$ cat src/rtl/ap_ctrl_chain_if.sv
// ap_ctrl_chain block-level handshake bundle between the chain driver and a kernel.
interface ap_ctrl_chain_if;
  logic ap_start;
  logic ap_ready;
  logic ap_done;
  logic ap_continue;

  // Driving end: issues starts and grants continues.
  modport master (output ap_start, output ap_continue, input ap_ready, input ap_done);
  // Kernel end: accepts starts and reports completions.
  modport slave  (input ap_start, input ap_continue, output ap_ready, output ap_done);
endinterface

$ cat src/rtl/ap_ctrl_chain_driver.sv
// ap_ctrl_chain initiator: issues a programmed number of transactions with up to
// OUTSTANDING in flight, applies ap_continue back-pressure and records latency stats.
module ap_ctrl_chain_driver #(
  parameter int TRANS_W     = 16,
  parameter int CNT_W       = 32,
  parameter int DLY_W       = 4,
  parameter int OUTSTANDING = 2
) (
  input  logic               clk,
  input  logic               rst,
  ap_ctrl_chain_if.master    kif,
  input  logic               i_go,
  input  logic [TRANS_W-1:0] i_cfg_num_trans,
  input  logic [DLY_W-1:0]   i_cfg_cont_delay,
  output logic               o_busy,
  output logic               o_finish,
  output logic [TRANS_W-1:0] o_issued_cnt,
  output logic [TRANS_W-1:0] o_done_cnt,
  output logic [CNT_W-1:0]   o_run_cycles,
  output logic [CNT_W-1:0]   o_lat_last,
  output logic [CNT_W-1:0]   o_lat_min,
  output logic [CNT_W-1:0]   o_lat_max,
  output logic               o_err_underflow
);

  localparam logic [1:0] S_IDLE = 2'd0;
  localparam logic [1:0] S_RUN  = 2'd1;
  localparam logic [1:0] S_FIN  = 2'd2;

  localparam int PTR_W = (OUTSTANDING > 1) ? $clog2(OUTSTANDING) : 1;
  localparam int OCC_W = $clog2(OUTSTANDING + 1);
  localparam logic [PTR_W-1:0]   PTR_LAST     = PTR_W'(OUTSTANDING - 1);
  localparam logic [TRANS_W-1:0] MAX_INFLIGHT = TRANS_W'(OUTSTANDING);

  logic [1:0]         r_state;
  logic [TRANS_W-1:0] r_num_trans;
  logic [DLY_W-1:0]   r_cont_delay;
  logic [TRANS_W-1:0] r_issued_cnt;
  logic [TRANS_W-1:0] r_done_cnt;
  logic [CNT_W-1:0]   r_run_cycles;
  logic [DLY_W-1:0]   r_hold_cnt;
  logic               r_ap_start;
  logic [CNT_W-1:0]   r_lat_last;
  logic [CNT_W-1:0]   r_lat_min;
  logic [CNT_W-1:0]   r_lat_max;
  logic               r_err_underflow;

  // Start-timestamp FIFO; one entry per transaction between its start and completion.
  logic [CNT_W-1:0]   r_ts_mem [OUTSTANDING];
  logic [PTR_W-1:0]   r_wr_ptr;
  logic [PTR_W-1:0]   r_rd_ptr;
  logic [OCC_W-1:0]   r_occ;

  logic               w_go;
  logic               w_accept;
  logic               w_complete;
  logic               w_last_done;
  logic               w_start_hold;
  logic               w_start_nxt;
  logic               w_push;
  logic               w_pop;
  logic [TRANS_W-1:0] w_issued_nxt;
  logic [TRANS_W-1:0] w_done_nxt;
  logic [TRANS_W-1:0] w_inflight_nxt;
  logic [CNT_W-1:0]   w_lat;

  assign w_go           = i_go && (r_state != S_RUN);
  assign w_accept       = r_ap_start && kif.ap_ready;
  assign kif.ap_continue = (r_state == S_RUN) && kif.ap_done && (r_hold_cnt >= r_cont_delay);
  assign w_complete     = kif.ap_continue;
  assign w_issued_nxt   = r_issued_cnt + TRANS_W'(w_accept);
  assign w_done_nxt     = r_done_cnt + TRANS_W'(w_complete);
  assign w_inflight_nxt = w_issued_nxt - w_done_nxt;
  assign w_last_done    = w_complete && (w_done_nxt == r_num_trans);
  assign w_start_hold   = r_ap_start && !w_accept;
  // A start that is not merely being held is a new transaction and needs a timestamp.
  assign w_push         = w_start_nxt && !w_start_hold;
  assign w_pop          = w_complete && (r_occ != '0);
  assign w_lat          = r_run_cycles - r_ts_mem[r_rd_ptr];

  // Decide whether ap_start is high next cycle: hold an unaccepted start, or issue a new one.
  always_comb begin
    // NOTE: default first so every path assigns it and no latch is inferred.
    w_start_nxt = 1'b0;
    if (r_state == S_RUN && !w_last_done) begin
      if (w_start_hold)
        w_start_nxt = 1'b1;
      else if (w_issued_nxt < r_num_trans && w_inflight_nxt < MAX_INFLIGHT)
        w_start_nxt = 1'b1;
    end
  end

  // Run control: FSM, configuration latch, transaction counters, continue hold timer.
  always_ff @(posedge clk or posedge rst) begin
    // NOTE: sequential state uses non-blocking assignments so all registers update together.
    if (rst) begin
      r_state      <= S_IDLE;
      r_num_trans  <= '0;
      r_cont_delay <= '0;
      r_issued_cnt <= '0;
      r_done_cnt   <= '0;
      r_run_cycles <= '0;
      r_hold_cnt   <= '0;
      r_ap_start   <= 1'b0;
    end else begin
      case (r_state)
        S_RUN: begin
          r_issued_cnt <= w_issued_nxt;
          r_done_cnt   <= w_done_nxt;
          r_run_cycles <= r_run_cycles + CNT_W'(1);
          r_ap_start   <= w_start_nxt;
          if (w_complete)
            r_hold_cnt <= '0;
          else if (kif.ap_done && !(&r_hold_cnt))
            r_hold_cnt <= r_hold_cnt + DLY_W'(1);
          if (w_last_done)
            r_state <= S_FIN;
        end
        default: begin
          r_ap_start <= 1'b0;
          if (i_go) begin
            r_num_trans  <= i_cfg_num_trans;
            r_cont_delay <= i_cfg_cont_delay;
            r_issued_cnt <= '0;
            r_done_cnt   <= '0;
            r_run_cycles <= '0;
            r_hold_cnt   <= '0;
            r_state      <= (i_cfg_num_trans == '0) ? S_FIN : S_RUN;
          end else if (r_state != S_FIN) begin
            r_state <= S_IDLE;
          end
        end
      endcase
    end
  end

  // Timestamp FIFO pointers and occupancy; push and pop in one cycle are both applied.
  always_ff @(posedge clk or posedge rst) begin
    if (rst) begin
      r_wr_ptr <= '0;
      r_rd_ptr <= '0;
      r_occ    <= '0;
    end else if (w_go) begin
      r_wr_ptr <= '0;
      r_rd_ptr <= '0;
      r_occ    <= '0;
    end else begin
      if (w_push) r_wr_ptr <= (r_wr_ptr == PTR_LAST) ? '0 : r_wr_ptr + PTR_W'(1);
      if (w_pop)  r_rd_ptr <= (r_rd_ptr == PTR_LAST) ? '0 : r_rd_ptr + PTR_W'(1);
      r_occ <= r_occ + OCC_W'(w_push) - OCC_W'(w_pop);
    end
  end

  // Timestamp storage: the run_cycles value visible in the cycle the new start is presented.
  always_ff @(posedge clk) begin
    // NOTE: storage has no reset; the pointers/occupancy alone define which entries are valid.
    if (w_push) r_ts_mem[r_wr_ptr] <= r_run_cycles + CNT_W'(1);
  end

  // Latency statistics and underflow flag, updated per completion and cleared by go.
  always_ff @(posedge clk or posedge rst) begin
    if (rst) begin
      r_lat_last      <= '0;
      r_lat_min       <= '1;
      r_lat_max       <= '0;
      r_err_underflow <= 1'b0;
    end else if (w_go) begin
      r_lat_last      <= '0;
      r_lat_min       <= '1;
      r_lat_max       <= '0;
      r_err_underflow <= 1'b0;
    end else if (w_complete) begin
      if (r_occ == '0) begin
        r_err_underflow <= 1'b1;
      end else begin
        r_lat_last <= w_lat;
        if (w_lat < r_lat_min) r_lat_min <= w_lat;
        if (w_lat > r_lat_max) r_lat_max <= w_lat;
      end
    end
  end

  assign kif.ap_start     = r_ap_start;
  assign o_busy           = (r_state == S_RUN);
  assign o_finish         = (r_state == S_FIN);
  assign o_issued_cnt     = r_issued_cnt;
  assign o_done_cnt       = r_done_cnt;
  assign o_run_cycles     = r_run_cycles;
  assign o_lat_last       = r_lat_last;
  assign o_lat_min        = r_lat_min;
  assign o_lat_max        = r_lat_max;
  assign o_err_underflow  = r_err_underflow;

endmodule
$ cat src/flat_wrapper.sv
// flat-port wrapper written by rule: the top's interface ports become plain ports
module ap_ctrl_chain_driver_flat 
#(
  parameter int TRANS_W     = 16,
  parameter int CNT_W       = 32,
  parameter int DLY_W       = 4,
  parameter int OUTSTANDING = 2
)
  (clk, rst, i_go, i_cfg_num_trans, i_cfg_cont_delay, o_busy, o_finish, o_issued_cnt, o_done_cnt, o_run_cycles, o_lat_last, o_lat_min, o_lat_max, o_err_underflow, kif_ap_start, kif_ap_continue, kif_ap_ready, kif_ap_done);
  ap_ctrl_chain_if kif_i ();
  input  logic clk;
  input  logic rst;
  input  logic i_go;
  input  logic [TRANS_W-1:0] i_cfg_num_trans;
  input  logic [DLY_W-1:0] i_cfg_cont_delay;
  output logic o_busy;
  output logic o_finish;
  output logic [TRANS_W-1:0] o_issued_cnt;
  output logic [TRANS_W-1:0] o_done_cnt;
  output logic [CNT_W-1:0] o_run_cycles;
  output logic [CNT_W-1:0] o_lat_last;
  output logic [CNT_W-1:0] o_lat_min;
  output logic [CNT_W-1:0] o_lat_max;
  output logic o_err_underflow;
  output wire logic [$bits(kif_i.ap_start)-1:0] kif_ap_start;
  output wire logic [$bits(kif_i.ap_continue)-1:0] kif_ap_continue;
  input wire logic [$bits(kif_i.ap_ready)-1:0] kif_ap_ready;
  input wire logic [$bits(kif_i.ap_done)-1:0] kif_ap_done;
  assign kif_ap_start = kif_i.ap_start;
  assign kif_ap_continue = kif_i.ap_continue;
  assign kif_i.ap_ready = kif_ap_ready;
  assign kif_i.ap_done = kif_ap_done;
  ap_ctrl_chain_driver #(.TRANS_W(TRANS_W), .CNT_W(CNT_W), .DLY_W(DLY_W), .OUTSTANDING(OUTSTANDING)) u_core (.clk(clk), .rst(rst), .kif(kif_i), .i_go(i_go), .i_cfg_num_trans(i_cfg_num_trans), .i_cfg_cont_delay(i_cfg_cont_delay), .o_busy(o_busy), .o_finish(o_finish), .o_issued_cnt(o_issued_cnt), .o_done_cnt(o_done_cnt), .o_run_cycles(o_run_cycles), .o_lat_last(o_lat_last), .o_lat_min(o_lat_min), .o_lat_max(o_lat_max), .o_err_underflow(o_err_underflow));
endmodule
$ cat config.mk
export PLATFORM = sky130hd
export DESIGN_NAME = ap_ctrl_chain_driver_flat
export DESIGN_NICKNAME = d
export VERILOG_FILES = /design/src/rtl/ap_ctrl_chain_if.sv /design/src/rtl/ap_ctrl_chain_driver.sv /design/src/flat_wrapper.sv
export SDC_FILE = /design/constraint.sdc
export NUM_CORES = 1
export LEC_CHECK = 0
export ABC_AREA = 1
export ABC_CLOCK_PERIOD_IN_PS = 7700
export CAP_MARGIN = 5
export CORE_ASPECT_RATIO = 2
export CORE_UTILIZATION = 40
export CTS_CLUSTER_DIAMETER = 40
export DETAILED_ROUTE_END_ITERATION = 6
export PLACE_DENSITY = 0.6
export SYNTH_ARGS = -nofsm -noshare
export SYNTH_HDL_FRONTEND = slang
export SYNTH_SLANG_ARGS = --single-unit
$ cat constraint.sdc
create_clock -name clk -period 7.7 [get_ports clk]
set_input_delay 1.54 -clock clk [delete_from_list [all_inputs] [get_ports clk]]
set_output_delay 1.54 -clock clk [all_outputs]
set_load 0.02 [all_outputs]
# Yosys cells after proc, flatten, opt, wreduce, memory -nomap -nowiden
# Memories as Yosys holds them, arrays and structs flattened.
# Cells that the tools add are included.
[classes]
n_addsub = 10
magnitude_cmp = 5
eq_ne = 8
n_mux = 41
n_bitwise = 1
n_reduce_logical = 34
[ops]
columns = ["operator", "count"]
rows = [
  ["32-bit two-way mux", 13],
  ["16-bit two-way mux", 3],
  ["16-bit by 1-bit adder with 16-bit output", 2],
  ["32-bit by 1-bit adder with 32-bit output (second input constant)", 1],
  ["32-bit > comparator", 1],
  ["32-bit less-than comparator", 1],
  ["32-bit subtractor", 1],
  ["16-bit equality test", 1],
  ["16-bit zero test", 1],
  ["16-bit less-than comparator", 1],
  ["16-bit by 2-bit less-than comparator with 1-bit output (second input constant)", 1],
  ["4-bit two-way mux", 4],
  ["2-bit nonzero test", 8],
  ["16-bit subtractor", 1],
  ["1-bit two-way mux", 15],
  ["2-bit two-way mux", 6],
  ["1-bit logical AND", 11],
  ["2-bit AND reduction", 5],
  ["2-bit by 1-bit != test with 1-bit output (second input constant)", 3],
  ["3-bit AND reduction", 2],
  ["4-bit by 1-bit adder with 4-bit output (second input constant)", 1],
  ["4-bit greater-or-equal comparator", 1],
  ["1-bit zero test", 4],
  ["4-bit AND reduction", 1],
  ["other kinds (10)", 11],
]
[word_totals]
register_bits = 192
ramBits = 64
input_bits = 25
output_inout_bits = 165
word_cells = 115
n_memories = 1
[mem_list]
columns = ["name", "words", "width", "rd", "rd_ports_with_merged_regs", "write_ports", "line", "source"]
rows = [
  ["u_core.r_ts_mem", 2, 32, 1, 0, 1, "ap_ctrl_chain_driver.sv:49", "logic [CNT_W-1:0] r_ts_mem [OUTSTANDING];"],
]

# Logic depth before layout (Yosys ltp)
[depth]
ltp_word = 14
mapped_depth = 35
ltp_nobuf = 35

# Worst setup path after synthesis
# OpenSTA, ideal clock, no wires.
[synth_timing]
path_type = "input to register"
start = "input kif_ap_done"
end = "memory u_core.r_ts_mem[0][0], enable pin"
setup_time_ps = 421
arrival_time_ps = 5681
required_time_ps = 7279
slack_ps = 1598
stages = 25
n_path_buf = 0
cell_sequence = "nand2_1 inv_1 nand2_1 inv_1 ha_1 ha_1 nand2_1 nor2_2 nand2_2 inv_1 nand2_1 xor2_1 inv_1 ha_1 a21oi_1 inv_1 a21oi_1 nor2_1 nor2_1 nand3_1 nand2_1 nand4_1 nor2_2 nand3_2 nor2_1"
[synth_between]
elab_chain_cells = 12
elab_cells_between_ends = 16
classes_between = "2 x add/sub; 1 x order compare; 1 x eq/ne; 5 x mux; 7 x reduce/logical"
[synth_lines]
columns = ["element", "line", "source"]
rows = [
  ["start, declared", "flat_wrapper.sv:28", "input wire logic [$bits(kif_i.ap_done)-1:0] kif_ap_done;"],
  ["1-bit logical AND * (2 in a row)", "ap_ctrl_chain_driver.sv:69", "assign kif.ap_continue = (r_state == S_RUN) && kif.ap_done && (r_hold_cnt >= r_cont_delay);"],
  ["net kif_ap_continue", "flat_wrapper.sv:26", "output wire logic [$bits(kif_i.ap_continue)-1:0] kif_ap_continue;"],
  ["16-bit by 1-bit adder with 16-bit output", "ap_ctrl_chain_driver.sv:72", "assign w_done_nxt = r_done_cnt + TRANS_W'(w_complete);"],
  ["16-bit subtractor", "ap_ctrl_chain_driver.sv:73", "assign w_inflight_nxt = w_issued_nxt - w_done_nxt;"],
  ["16-bit by 2-bit less-than comparator with 1-bit output", "ap_ctrl_chain_driver.sv:88", "else if (w_issued_nxt < r_num_trans && w_inflight_nxt < MAX_INFLIGHT)"],
  ["1-bit logical AND", "ap_ctrl_chain_driver.sv:88", ""],
  ["1-bit two-way mux", "ap_ctrl_chain_driver.sv:88", ""],
  ["1-bit two-way mux", "ap_ctrl_chain_driver.sv:86", "if (w_start_hold)"],
  ["1-bit two-way mux *", "ap_ctrl_chain_driver.sv:85", "if (r_state == S_RUN && !w_last_done) begin"],
  ["1-bit logical AND *", "ap_ctrl_chain_driver.sv:77", "assign w_push = w_start_nxt && !w_start_hold;"],
  ["1-bit two-way mux *", "ap_ctrl_chain_driver.sv:157", "if (w_push) r_ts_mem[r_wr_ptr] <= r_run_cycles + CNT_W'(1);"],
  ["1-bit two-way mux (implied by the code) *", "ap_ctrl_chain_driver.sv:157", ""],
  ["end, declared", "ap_ctrl_chain_driver.sv:49", ""],
]
# The timed path passes the listed nets; every way through them passes the cells marked *.

# Final worst setup path
[layout_timing]
start = "register u_core.r_rd_ptr"
end = "register u_core.r_lat_max[5], in the netlist u_core.o_lat_max[5]"
[layout_between]
elab_chain_cells = 6
elab_cells_between_ends = 9
classes_between = "1 x add/sub; 1 x order compare; 4 x mux; 2 x reduce/logical; 1 x memory"
[layout_lines]
columns = ["element", "line", "source"]
rows = [
  ["start, declared", "ap_ctrl_chain_driver.sv:51", "logic [PTR_W-1:0] r_rd_ptr;"],
  ["start signal, assigned", "ap_ctrl_chain_driver.sv:149", "if (w_pop) r_rd_ptr <= (r_rd_ptr == PTR_LAST) ? '0 : r_rd_ptr + PTR_W'(1);"],
  ["memory read 2 x 32 bit *", "n/a", ""],
  ["32-bit subtractor *", "ap_ctrl_chain_driver.sv:79", "assign w_lat = r_run_cycles - r_ts_mem[r_rd_ptr];"],
  ["branches (longest 4 deep; another with 32-bit > comparator)", "n/a", ""],
  ["end signal, assigned", "ap_ctrl_chain_driver.sv:178", "if (w_lat > r_lat_max) r_lat_max <= w_lat;"],
  ["end, declared", "ap_ctrl_chain_driver.sv:45", "logic [CNT_W-1:0] r_lat_max;"],
]
# Every way passes the cells marked *. The select of a mux whose other input is x is not followed.
# A chain may end at the register's enable or synchronous reset.

==> metrics.md <==
| Metric | Value |
|---|---|
| Layout cells sized above 1 | between 6 and 7% |
| Clk sinks | 256 |
| Fin Hold WS | roughly 0.47 ns |
| Final worst path period share | 79.8% |
| Longest Clk Path Bufs | 3 |
| Async set or reset register ratio after synthesis | 75.0% |
| Final core utilization | between 40% and 50% |
| Number of flops mapped to enable cells by yosys | 64 |
| Crit path max-delay cell type | dfrtp_1 |
| Critical path's most frequent cell | nand2_1 |
| Antenna Cells | 0 |
| Grt total ovfl | 0 |
| Antenna violations before repair | 0 |
| Synth top area cells | dfrtp_1, edfxtp_1, ha_1 |
| # fillers | 3754 |
| Slowest stage delay, CP | 0.64 ns |
| Setup_tns | 0 ns |
| Crit path from | u_core.r_rd_ptr |
| Worst-path fanout max | 24 |
| Internal | 0.00379 W |
| Syn Area/Cell | 8.43 sq um |
| CP Capture Type | flop |
| Launch point of the worst reg-to-reg path | u_core.r_rd_ptr |
| Clk_lat worst skew | 0.58 ns |
| Delay-heaviest family, CP | buffers and inverters |
| Tot GR Track Use | between 20 and 25% |
| Die X | about 140 um |
| Num CTS Buffers | 29 |
| Hold Buf Count CTS | 0 |
| Max Slew Vio Count | 0 |
| Worst EP arrival | 6.58 ns |
| Logic pwr share | ~48% |
| Ports | 190 |
| Initial DRC count | 502 |
| Site row count | 102 |
| DR vias/cell | just over 5 |
| Buf+Inv Stages, Crit Path | 5 |
| Count leader, synth | nand2_1 |
| Via count | approximately 13000 |
| Clock Pin Slew Worst Setup and Hold Paths | 0.06 ns |
| Headroom to the max-slew limit | 39.9% |
| Synth cell count leaders | nand2_1, inv_1, o21ai_0, dfrtp_1, ha_1 |
| MaxCap Viol Count | 0 |
| Final #Nets | 2211 |
| Worst Tran Pin Value | 0.901 ns |
| Vias in the first global route | 13811 |
| Chip height | 282 um |
| RSZ-0062 raised after global routing | no |
| Root buffer cell | clkbuf_16 |
| Largest net degree at the start of global routing | 81 |
| Cell leakage power | 8.67 nW |
| Seq/Total Area, Yosys | ~43% |
| Post-Syn Instances | 1862 |
| Syn Nets | 2023 |
| Worst setup SP type | flop |
| TritonCTS clock tree | yes |
| Ys Warns | 0 |
| Synth unique cells | 56 |
| Residual DRC | 0 |
| Initial DRT Pass Iterations | 6 |
| Post-layout min period | 6.14 ns |
| Peak Freq | 163 MHz |
| VDD IR-drop max | 184 uV |
| CTS resizes | 0 |
| WP data required | 8.14 ns |
| CORE AREA | 0.0387 sq mm |
| Hold WC Path Type | reg2reg |
| Synth Flop Type | dfrtp_1 |
| Hold Crit Start | u_core.r_cont_delay[0] |
| Post-Route WL | 47.8 mm |
| Dpl hpwl | between 30 and 40 mm |
| Area delta synth->final | 22.2% |
| Yosys reg bits | 256 |
| Routability cong. | 0.946 |
| Sw Ratio | 42.8% |
| Initial core utilization | 40.6% |
| CP Class | reg2reg |
| NetSw | 0.00283 W |
| Fin. Hold Viols | 0 |
| Routed wire per std cell | 18.4 um |
| Htree depth | 1 |
| PwrDens | 345 mW/mm^2 |
| Setup Fix Bufs, Post-CTS | 0 |
| # setup viols final | 0 |
| Status | finished, final reports clean |
| Max Clock Skew | roughly 0.015 ns |
| Area leader, netlist | dfrtp_1 |
| Seq pwr share | 31.0% |
| Share of the synthesized area in the top cell type | between 20% and 30% |
| Synth Cell Area | 0.0157 sq mm |
| Detail Route Antenna Nets | 0 |
| Port Buffers | 189 |
| Clock network power share | between 20% and 30% |
| Die area | around 0.04 sq mm |
| First-pass GRT wire length | 74.1 mm |
-- worst min-delay path: stages, from the launching register on --
cell and delay (ns):
dfrtp_1 0.34, nand2_1 0.05, nand2_1 0.04
-- per-stage QoR --
stage / setup WS [ns] / area, sq um / instances / power, W
floorplan: 0.986 / 15700 / 1862 / 0.00404
global placement: 1.24 / 18200 / 2539 / 0.00519
detailed placement: 1.17 / 18200 / 2539 / 0.00524
CTS: 1.62 / 19200 / 2593 / 0.00669
global route: 1.12 / 19200 / 2593 / 0.00712
finish: 1.56 / 19200 / 2593 / 0.00662
-- state kept, by name, summed over array words and instances, names as in the netlist --
| name | cells |
|---|---|
| u_core.r_ts_mem | 64 |
| u_core.o_lat_last | 32 |
| u_core.o_lat_max | 32 |
| u_core.o_lat_min | 32 |
| u_core.o_run_cycles | 32 |
| u_core.o_done_cnt | 16 |
| u_core.o_issued_cnt | 16 |
| u_core.r_num_trans | 16 |
| u_core.r_cont_delay | 4 |
| u_core.r_hold_cnt | 4 |
| u_core.r_occ | 2 |
| u_core.r_state | 2 |
| u_core.kif.ap_start | 1 |
| u_core.o_err_underflow | 1 |
| u_core.r_rd_ptr | 1 |
| u_core.r_wr_ptr | 1 |
-- placed cells by master, fill, tap and decap left out, types with 32 or more instances in the layout --
master	Yosys	routed
o21ai_0	193	193
nand3_1	63	63
xor2_1	80	80
dfrtp_1	160	160
nand2_1	421	421
edfxtp_1	64	64
ha_1	134	134
inv_1	255	254
a21oi_1	79	79
clkdlybuf4s50_1	0	189
nor2_1	102	96
nand4_1	32	32
dfstp_2	32	32
-- power groups by stage --
stage | clock (W) | combinational [W] | sequential (W)
after floorplan | 0 | 0.00175 | 0.00228
after global placement | 0 | 0.00311 | 0.00208
after detailed placement | 0 | 0.00316 | 0.00208
after CTS | 0.00145 | 0.00318 | 0.00206
after global routing | 0.00151 | 0.00351 | 0.00209
final | 0.00142 | 0.00315 | 0.00205
-- path summary, 6_finish.rpt --
check                                          to  slack (ns)  cells after the start
setup / recovery              u_core.o_lat_max[5]        1.56                     25
hold / removal             u_core.r_cont_delay[0]        0.47                      2
setup reg to reg              u_core.o_lat_max[5]        1.56                     25
hold reg to reg            u_core.r_cont_delay[0]        0.47                      2
max in group asynchronous    u_core.o_lat_max[31]        4.94                      3
min in group asynchronous    u_core.o_lat_last[5]        1.42                      2
-- final cells by class --
| cell class | instances | area (sq um) | area share (%) |
|---|---|---|---|
| multi-input cells | 1299 | 7800 | 40.7 |
| clock inverters | 19 | 204 | 1.06 |
| clock buffers | 35 | 778 | 4.06 |
| flip-flops and latches | 256 | 6770 | 35.3 |
| repair buffers | 204 | 2000 | 10.4 |
| well taps | 520 | 651 | 3.39 |
| inverters | 260 | 983 | 5.13 |
-- logic make-up (layout without fill, tap and decap cells) --
family	after synthesis	count (layout)	synth area share, %
multiplexers	30	30	1.91
AND/OR/NAND/NOR	685	685	18.8
adder cells (fa/ha/maj)	136	136	10.9
XOR/XNOR	94	94	5.29
flip-flops	256	256	43.1
AO/OA/AOI/OAI	354	354	12.5
buffers and inverters	307	518	7.41
-- metal layers --
metal	vias to the layer above	routed length, um	global-route usage (%)
li1	6570	-	-
met1	6396	16800	23.6
met2	342	26200	47.5
met3	129	1730	2.84
met4	0	3060	15.3
met5	-	0	0
Power figures use the tool's default switching activity.
